--- config.mk ---
export PLATFORM = sky130hd
export DESIGN_NAME = fib_seq_ctrl
export DESIGN_NICKNAME = d
export VERILOG_FILES = /design/src/rtl/cpu_pkg.sv /design/src/rtl/fib_seq_ctrl.sv
export SDC_FILE = /design/constraint.sdc
export NUM_CORES = 1
export LEC_CHECK = 0
export ABC_AREA = 1
export CAP_MARGIN = 0
export CORE_MARGIN = 2
export CORE_UTILIZATION = 45
export DETAILED_ROUTE_END_ITERATION = 12
export GPL_TIMING_DRIVEN = 1
export PLACE_DENSITY = 0.76
export SLEW_MARGIN = 20
export SYNTH_ARGS = -nofsm -noshare
export SYNTH_HDL_FRONTEND = slang
export SYNTH_SLANG_ARGS = --single-unit
export TNS_END_PERCENT = 20
--- constraint.sdc ---
create_clock -name clk -period 2.2 [get_ports clk]
set_clock_uncertainty 0.05 [all_clocks]
set_input_delay 0.44 -clock clk [delete_from_list [all_inputs] [get_ports clk]]
set_output_delay 0.44 -clock clk [all_outputs]
set_load 0.05 [all_outputs]
--- src/rtl/cpu_pkg.sv ---
// Shared CPU datapath definitions: ALU opcodes, sequencer state encoding
// and the default register-file geometry.
package cpu_pkg;

    localparam int unsigned DEF_DATA_W   = 16;
    localparam int unsigned DEF_NUM_REGS = 16;
    localparam int unsigned DEF_SEL_W    = 5;
    localparam int unsigned ALU_OP_W     = 8;

    localparam logic [ALU_OP_W-1:0] ALU_NOP = 8'h00;
    localparam logic [ALU_OP_W-1:0] ALU_AND = 8'h01;
    localparam logic [ALU_OP_W-1:0] ALU_OR  = 8'h02;
    localparam logic [ALU_OP_W-1:0] ALU_XOR = 8'h03;
    localparam logic [ALU_OP_W-1:0] ALU_NOT = 8'h04;
    localparam logic [ALU_OP_W-1:0] ALU_ADD = 8'h05;
    localparam logic [ALU_OP_W-1:0] ALU_SUB = 8'h06;

    typedef enum logic [2:0] {
        ST_IDLE  = 3'd0,
        ST_CLEAR = 3'd1,
        ST_SEED  = 3'd2,
        ST_ADD   = 3'd3,
        ST_DONE  = 3'd4
    } seq_state_e;

endpackage

--- src/rtl/fib_seq_ctrl.sv ---
// Fibonacci sequencer: steps the register file, operand muxes, ALU and bus
// buffer through CLEAR / SEED / ADD ops, writing one term per register.
module fib_seq_ctrl
    import cpu_pkg::*;
#(
    parameter int unsigned DATA_W    = DEF_DATA_W,
    parameter int unsigned NUM_REGS  = DEF_NUM_REGS,
    parameter int unsigned SEL_W     = DEF_SEL_W,
    parameter int unsigned NUM_TERMS = NUM_REGS
) (
    input  logic                clk,
    input  logic                reset,
    input  logic                start,
    input  logic                step_mode,
    input  logic                step,
    input  logic                loop,
    output logic [ALU_OP_W-1:0] alu_op,
    output logic [SEL_W-1:0]    muxA,
    output logic [SEL_W-1:0]    muxB,
    output logic [NUM_REGS-1:0] regs_en,
    output logic [DATA_W-1:0]   imm,
    output logic                imm_control,
    output logic                buff_en,
    output logic                busy,
    output logic                done,
    output logic [SEL_W-1:0]    term_idx
);

    if (NUM_TERMS < 3 || NUM_TERMS > NUM_REGS || NUM_REGS > (32'd1 << SEL_W)) begin : g_bad_params
        $error("fib_seq_ctrl: need 3 <= NUM_TERMS <= NUM_REGS <= 2**SEL_W");
    end

    localparam logic [SEL_W-1:0] LAST_K = SEL_W'(NUM_TERMS - 1);

    seq_state_e          state_q, state_d;
    logic [SEL_W-1:0]    k_q, k_d;
    logic                go_q, go_d;

    logic [ALU_OP_W-1:0] alu_op_q, alu_op_d;
    logic [SEL_W-1:0]    mux_a_q, mux_a_d;
    logic [SEL_W-1:0]    mux_b_q, mux_b_d;
    logic [NUM_REGS-1:0] regs_en_q, regs_en_d;
    logic [DATA_W-1:0]   imm_q, imm_d;
    logic                imm_ctrl_q, imm_ctrl_d;
    logic                buff_en_q, buff_en_d;
    logic                busy_q, busy_d;
    logic                done_q, done_d;
    logic [SEL_W-1:0]    term_q, term_d;

    // go marks a cycle that commits its write; in step mode it is armed by step.
    always_comb begin
        state_d = state_q;
        k_d     = k_q;
        go_d    = go_q;
        case (state_q)
            ST_IDLE: begin
                go_d = 1'b0;
                if (start) begin
                    state_d = ST_CLEAR;
                    k_d     = '0;
                    go_d    = !step_mode;
                end
            end
            ST_CLEAR: begin
                go_d = !step_mode || step;
                if (go_q) begin
                    state_d = ST_SEED;
                    k_d     = SEL_W'(1);
                end
            end
            ST_SEED: begin
                go_d = !step_mode || step;
                if (go_q) begin
                    state_d = ST_ADD;
                    k_d     = SEL_W'(2);
                end
            end
            ST_ADD: begin
                go_d = !step_mode || step;
                if (go_q) begin
                    if (k_q == LAST_K) begin
                        state_d = ST_DONE;
                        go_d    = 1'b0;
                    end else begin
                        k_d = k_q + SEL_W'(1);
                    end
                end
            end
            ST_DONE: begin
                go_d = 1'b0;
                if (start || loop) begin
                    state_d = ST_CLEAR;
                    k_d     = '0;
                    go_d    = !step_mode;
                end
            end
            default: begin
                state_d = ST_IDLE;
                k_d     = '0;
                go_d    = 1'b0;
            end
        endcase
    end

    // Output values for the upcoming state, so every output leaves a flop.
    always_comb begin
        alu_op_d   = '0;
        mux_a_d    = '0;
        mux_b_d    = '0;
        regs_en_d  = '0;
        imm_d      = '0;
        imm_ctrl_d = 1'b0;
        buff_en_d  = 1'b0;
        busy_d     = 1'b0;
        done_d     = 1'b0;
        term_d     = '0;
        case (state_d)
            ST_CLEAR, ST_SEED, ST_ADD: begin
                alu_op_d  = ALU_ADD;
                buff_en_d = 1'b1;
                busy_d    = 1'b1;
                term_d    = k_d;
                regs_en_d = go_d ? (NUM_REGS'(1) << k_d) : '0;
                if (state_d == ST_ADD) begin
                    mux_a_d = k_d - SEL_W'(2);
                    mux_b_d = k_d - SEL_W'(1);
                end else begin
                    imm_ctrl_d = 1'b1;
                    imm_d      = (state_d == ST_SEED) ? DATA_W'(1) : '0;
                end
            end
            ST_DONE: begin
                alu_op_d  = ALU_ADD;
                mux_a_d   = LAST_K;
                buff_en_d = 1'b1;
                done_d    = 1'b1;
                term_d    = k_d;
            end
            default: ;
        endcase
    end

    always_ff @(posedge clk or negedge reset) begin
        if (!reset) begin
            state_q    <= ST_IDLE;
            k_q        <= '0;
            go_q       <= 1'b0;
            alu_op_q   <= '0;
            mux_a_q    <= '0;
            mux_b_q    <= '0;
            regs_en_q  <= '0;
            imm_q      <= '0;
            imm_ctrl_q <= 1'b0;
            buff_en_q  <= 1'b0;
            busy_q     <= 1'b0;
            done_q     <= 1'b0;
            term_q     <= '0;
        end else begin
            state_q    <= state_d;
            k_q        <= k_d;
            go_q       <= go_d;
            alu_op_q   <= alu_op_d;
            mux_a_q    <= mux_a_d;
            mux_b_q    <= mux_b_d;
            regs_en_q  <= regs_en_d;
            imm_q      <= imm_d;
            imm_ctrl_q <= imm_ctrl_d;
            buff_en_q  <= buff_en_d;
            busy_q     <= busy_d;
            done_q     <= done_d;
            term_q     <= term_d;
        end
    end

    assign alu_op      = alu_op_q;
    assign muxA        = mux_a_q;
    assign muxB        = mux_b_q;
    assign regs_en     = regs_en_q;
    assign imm         = imm_q;
    assign imm_control = imm_ctrl_q;
    assign buff_en     = buff_en_q;
    assign busy        = busy_q;
    assign done        = done_q;
    assign term_idx    = term_q;

endmodule

# Word-level counts from Yosys, hierarchy flattened
# Index checks and enable logic that the tools add are counted.
word_totals:
  output_inout_bits: 59
  ff_bits: 68
  in_bits: 6
  wordCells: 68
  latch_bits: 0
  memories: 0
  mem_bits_ro: 0
  mem_bits_rw: 0
op_classes:
  eq_ne: 9
  magnitude_cmp: 0
  n_mux: 35
  n_addsub: 3
  n_shift: 1
  n_reduce_logical: 7
  div: 0
  n_mul: 0
  bitwise: 0
op_table:
  columns: ["cell", "n"]
  rows:
  - ["5-bit two-way mux", 10]
  - ["16-bit two-way mux", 2]
  - ["5-bit case mux with 5 select lines", 1]
  - ["3-bit two-way mux", 7]
  - ["1-bit by 5-bit left shift with 16-bit output (first input constant)", 1]
  - ["3-bit case mux with 5 select lines", 1]
  - ["3-bit by 2-bit == test with 1-bit output (second input constant)", 4]
  - ["1-bit two-way mux", 12]
  - ["5-bit case mux with 2 select lines", 1]
  - ["3-bit by 1-bit == test with 1-bit output (second input constant)", 2]
  - ["3-bit == test (second input constant)", 2]
  - ["5-bit by 1-bit adder with 5-bit output (second input constant)", 1]
  - ["5-bit by 4-bit == test with 1-bit output (second input constant)", 1]
  - ["5-bit by 1-bit subtractor with 5-bit output (second input constant)", 1]
  - ["5-bit by 2-bit subtractor with 5-bit output (second input constant)", 1]
  - ["1-bit case mux with 4 select lines", 1]
  - ["4-bit OR reduction", 1]
  - ["3-bit zero test", 1]
  - ["3-bit OR reduction", 1]
  - ["1-bit logical OR", 2]
  - ["2-bit OR reduction", 1]
  - ["1-bit zero test", 1]

# Depth between registers and ports, before layout
depth:
  word_depth: 8
  mapped_depth: 13
  ltp_nobuf: 13

# Worst setup path before layout
# Ideal clock, no wire load.
synth_path:
  path_kind: "reg2reg"
  from: "reg k_q[1]"
  to: "reg mux_b_q[4], in the netlist muxB[4]"
  period_less_slack_ns: 1.931
  slack_ns: 0.269
  stages_incl_launch_ff: 13
  path_buffers: 0
  arrival_time_ns: 1.763
  setup_time_ns: 0.118
  path_cell_list: "dfrtp_1 > ha_1 > nand4_1 > nand2_1 > a21oi_1 > nand2_1 > nand2_1 > inv_1 > ha_1 > nand2_1 > nand2_1 > nand2_1 > nor2_2"
synth_between:
  elab_chain_cells: 7
  elab_cells_between_ends: 19
  classes_between: "2 x add/sub; 4 x eq/ne; 12 x mux; 1 x reduce/logical"
synth_rtl:
  columns: ["item", "line", "source"]
  rows:
  - ["from (decl)", "fib_seq_ctrl.sv:36", "logic [SEL_W-1:0] k_q, k_d;"]
  - ["from (signal assigned)", "fib_seq_ctrl.sv:160", "k_q <= k_d;"]
  - ["5-bit by 4-bit == test with 1-bit output", "fib_seq_ctrl.sv:81", "if (k_q == LAST_K) begin"]
  - ["5-bit two-way mux", "fib_seq_ctrl.sv:81", null]
  - ["5-bit two-way mux", "fib_seq_ctrl.sv:80", "if (go_q) begin"]
  - ["5-bit case mux with 5 select lines", "fib_seq_ctrl.sv:55", "case (state_q)"]
  - ["named net k_d[0]", "fib_seq_ctrl.sv:36", null]
  - ["5-bit by 1-bit subtractor with 5-bit output", "fib_seq_ctrl.sv:126", "mux_b_d = k_d - SEL_W'(1);"]
  - ["5-bit two-way mux", "fib_seq_ctrl.sv:124", "if (state_d == ST_ADD) begin"]
  - ["5-bit two-way mux", "fib_seq_ctrl.sv:117", "case (state_d)"]
  - ["named net mux_b_d[4]", "fib_seq_ctrl.sv:41", "logic [SEL_W-1:0] mux_b_q, mux_b_d;"]
  - ["to (signal assigned)", "fib_seq_ctrl.sv:164", "mux_b_q <= mux_b_d;"]
  - ["to (decl)", "fib_seq_ctrl.sv:41", null]
# The timed path passes the listed nets, and every way through them passes these cells.

# Worst setup path after layout
layout_path:
  from: "reg state_q[2]"
  to: "reg mux_b_q[3], in the netlist muxB[3]"
layout_between:
  elab_chain_cells: 6
  elab_cells_between_ends: 20
  classes_between: "1 x add/sub; 7 x eq/ne; 10 x mux; 2 x reduce/logical"
layout_rtl:
  columns: ["item", "line", "source"]
  rows:
  - ["from (decl)", "fib_seq_ctrl.sv:35", "seq_state_e state_q, state_d;"]
  - ["from (signal assigned)", "fib_seq_ctrl.sv:159", "state_q <= state_d;"]
  - ["branches (longest 5 deep; another with 5-bit by 1-bit subtractor with 5-bit output)", null, null]
  - ["5-bit two-way mux (*)", "fib_seq_ctrl.sv:117", null]
  - ["named net mux_b_d[3]", "fib_seq_ctrl.sv:41", null]
# Mark *: on every way through the listed nets, which the timed path passes.

==> flow_summary.rst <==
.. list-table::
   :header-rows: 1

   * - Metric
     - Value
   * - Arrival time of the worst setup path
     - 2130 ps
   * - Final Hold Vio Count
     - 0
   * - Clock sinks
     - 45
   * - Placer Congestion
     - 0.875
   * - Synth Area in Adders
     - around 3.8%
   * - Largest buffer count on any clock path
     - 2
   * - Power density over the cells
     - between 1000 and 1500 nW/µm²
   * - HPWL after DPL
     - roughly 3600 µm
   * - Summed instance area of the synthesized netlist
     - 2330 µm²
   * - First-pass GRT wire length
     - 8020 µm
   * - Worst supply voltage drop on vdd
     - between 0.7 and 0.8 mV
   * - Multiplexer fraction of the synthesized cell area
     - 0%
   * - Hold Slack
     - between 150 and 200 ps
   * - Number of enable flip-flop cells after synthesis
     - 0
   * - Worst skew pair latency
     - 300 ps
   * - Number of vias after detailed routing
     - around 1,800
   * - Die Span Y
     - 75.9 µm
   * - Synth async-reset ratio
     - 100%
   * - Via count of the first global-routing pass
     - 1,685
   * - Floorplan die width
     - 75.9 µm
   * - Top-area cell type share of the netlist area
     - 48.4%
   * - Clock buffers created by TritonCTS
     - 5
   * - Overflow after GRT
     - 0
   * - Number of H-tree levels
     - 2
   * - Share of power burned in combinational logic
     - roughly 61%
   * - Internal power summed over all cells
     - ~2 mW
   * - Routed WL per cell
     - between 10 and 15 µm
   * - Count of mapped cells out of synthesis
     - roughly 250
   * - Most frequently used cell type in the post-synthesis netlist
     - sky130_fd_sc_hd__dfrtp_1
   * - Setup repair after global routing missed its margin
     - no
   * - Number of nets still failing antenna checks after routing
     - 0
   * - Most used standard cells in the synthesized netlist
     - sky130_fd_sc_hd__dfrtp_1, sky130_fd_sc_hd__nand2_1, sky130_fd_sc_hd__nor2_1, sky130_fd_sc_hd__buf_4, sky130_fd_sc_hd__inv_1
   * - Aggregate global-route resource usage
     - between 10% and 20%
   * - Via-per-instance ratio
     - roughly 4.7
   * - Instance count after placement with tap cells included
     - ~370
   * - CTS tree
     - built
   * - Core area
     - around 5000 µm²
   * - Setup CP Type
     - register to register
   * - Primary flip-flop cell chosen by synthesis mapping
     - sky130_fd_sc_hd__dfrtp_1
   * - Count of routing violations after the opening detailed-route iteration
     - roughly 190
   * - Pin count of the biggest net entering global routing
     - between 40 and 50
   * - Critical path startpoint category
     - register
   * - Clock tree root driver cell
     - sky130_fd_sc_hd__clkbuf_8
   * - Fraction of layout cells with a size suffix above 1
     - 20.2%
   * - Clock slew at reported path FFs
     - about 90 ps
   * - # resized after CTS
     - 0
   * - CP Capture Type
     - register
   * - Period minus WS final
     - 1980 ps
   * - Total length of routed wires
     - 4790 µm
   * - Leading area contributor after synthesis
     - sky130_fd_sc_hd__dfrtp_1
   * - Row count
     - 26
   * - Part of the power in registers
     - 26.5%
   * - Final net count
     - around 320
   * - Leakage power total
     - 1.39 nW
   * - Sequential cell area fraction in the yosys report
     - between 40% and 50%
   * - Min-delay worst type
     - input port to asynchronous set/reset pin
   * - Simple-gate share of the synthesized area
     - about 26%
   * - Synthesis-stage register bit count
     - 45
   * - Utilization of the core after routing
     - 57.7%
   * - Switching power
     - 2.11 mW
   * - Hold buffer count at CTS
     - 0
   * - Number of optimization iterations in the first detailed-route pass
     - 4
   * - Postcts setup bufs
     - 0
   * - Synth warn
     - 0
   * - Result of the run
     - finished clean
   * - Final count of pins violating max slew
     - 0
   * - Combinational family with the most area after synthesis
     - simple AND/OR/NAND/NOR gates
   * - Die area
     - slightly below 6000 µm²
   * - Final period utilization
     - between 80 and 90%
   * - Worst relative slew slack
     - between 60% and 70%
   * - Post-synthesis xor/xnor area fraction
     - 0.376%
   * - Area overhead of the layout relative to synthesis
     - 24.9%
   * - Setup violators final
     - 0
   * - Post-route DRC violation count
     - 0
   * - # diodes
     - 0
   * - Max_cap viols
     - 0
   * - Cell variety after synth
     - 30
   * - CP required
     - around 2400 ps
   * - Antenna violations before repair
     - 0
   * - Starting density of the core
     - between 40% and 50%
   * - Cells taking the most area after synthesis
     - sky130_fd_sc_hd__dfrtp_1, sky130_fd_sc_hd__buf_4, sky130_fd_sc_hd__nand2_1, sky130_fd_sc_hd__nor2_1, sky130_fd_sc_hd__ha_1
   * - Critical Path Fanout Max
     - 7
   * - Average footprint of a synthesized cell
     - 9.35 µm²
   * - PortBufs
     - 43
   * - Upper clock frequency limit
     - ~510 MHz
   * - Number of standard cells in the final layout excluding fillers
     - roughly 380
   * - Total I/O pin count
     - 65
   * - Clock share of power
     - 12.2%
   * - Worst Max-Slew Pin Slew
     - roughly 560 ps
   * - Complex-gate fraction of the synthesized area
     - between 8 and 9%
   * - Fraction of power spent switching nets
     - 50.7%
[critical path, stage by stage (launching register included)]
cell                      delay [ps]
sky130_fd_sc_hd__dfrtp_1         500
sky130_fd_sc_hd__nor2_2          200
sky130_fd_sc_hd__nand2_2         100
sky130_fd_sc_hd__inv_2           150
sky130_fd_sc_hd__a21oi_1          80
sky130_fd_sc_hd__nor2_1          190
sky130_fd_sc_hd__nor2_4           90
sky130_fd_sc_hd__ha_1            220
sky130_fd_sc_hd__nor2_1          140
sky130_fd_sc_hd__a21oi_1          60
sky130_fd_sc_hd__nand2_1          60
sky130_fd_sc_hd__inv_1            40
[cells by family after synthesis]
family / after synthesis
flip-flops: 45
adder cells (fa/ha/maj): 7
buffers and inverters: 52
AND/OR/NAND/NOR: 111
XOR/XNOR: 1
AO/OA/AOI/OAI: 32
other: 1
[path summary, 6_finish.rpt]
path,slack (ps),depth (start not counted),from,end
max in group asynchronous,1550,2,reset,regs_en[6]
setup reg to reg,220,11,state_q[2],muxB[3]
hold reg to reg,680,3,k_q[1],term_idx[1]
setup / recovery,220,11,state_q[2],muxB[3]
hold / removal,160,2,reset,done
min in group clk,680,3,k_q[1],term_idx[1]
[sequential cells by signal, summed over array words and instances, names as in the netlist]
signal and flops:
term_idx 5, busy 1, muxB 5, state_q 3, imm 1, alu_op 1, done 1, muxA 5
go_q 1, imm_control 1, regs_en 16, k_q 5
[layout make-up]
cell class	instances	area [µm²]
Sequential cell	45	1130
Timing Repair Buffer	57	531
Clock inverter	2	15.0
Fill cell	459	2130
Clock buffer	6	72.6
Tap cell	70	87.6
Inverter	25	98.8
Multi-Input combinational cell	172	978
[layer usage]
layer | GRT usage, % | vias up | share of wire, % | wire, µm
met5 | 0 | - | 0 | 0
met4 | 7.27 | 0 | 1.8 | 86
met3 | 3.81 | 8 | 5.0 | 239
met2 | 28.7 | 57 | 48 | 2290
met1 | 23.2 | 856 | 46 | 2180
li1 | - | 866 | - | -
[placed cells by master, fill, tap and decap left out, drive strengths merged]
| master | netlist | routed |
|---|---|---|
| o2111ai | 1 | 1 |
| clkdlybuf4s50 | 0 | 42 |
| o311ai | 3 | 3 |
| nand2 | 49 | 49 |
| clkbuf | 0 | 6 |
| a21oi | 9 | 9 |
| xor2 | 1 | 1 |
| nand3b | 1 | 1 |
| inv | 25 | 25 |
| ha | 7 | 7 |
| buf | 27 | 15 |
| dfrtp | 45 | 45 |
| o22ai | 1 | 1 |
| nand4 | 1 | 1 |
| o211ai | 6 | 6 |
| o21ai | 11 | 11 |
| conb | 1 | 21 |
| clkinvlp | 0 | 2 |
| a31oi | 1 | 1 |
| nor2 | 44 | 44 |
| nand3 | 16 | 16 |
[power by group through the flow]
stage / registers (mW) / clock network, mW / logic, mW
floorplan: 1.60 / 0 / 1.37
global placement: 1.12 / 0 / 2.52
detailed placement: 1.12 / 0 / 2.56
CTS: 1.11 / 0.514 / 2.56
global route: 1.13 / 0.548 / 2.77
finish: 1.11 / 0.508 / 2.55
[through the flow]
step	setup WS, ps	TNS (ps)	power, mW	instance area, µm²
after floorplan	269	0	2.97	2400
after global placement	-38.4	-151	3.65	2820
after detailed placement	-77.8	-293	3.68	2820
after CTS	215	0	4.18	2910
after global routing	37.8	0	4.45	2910
final	221	0	4.17	2910
(Power assumes the default switching activity.)
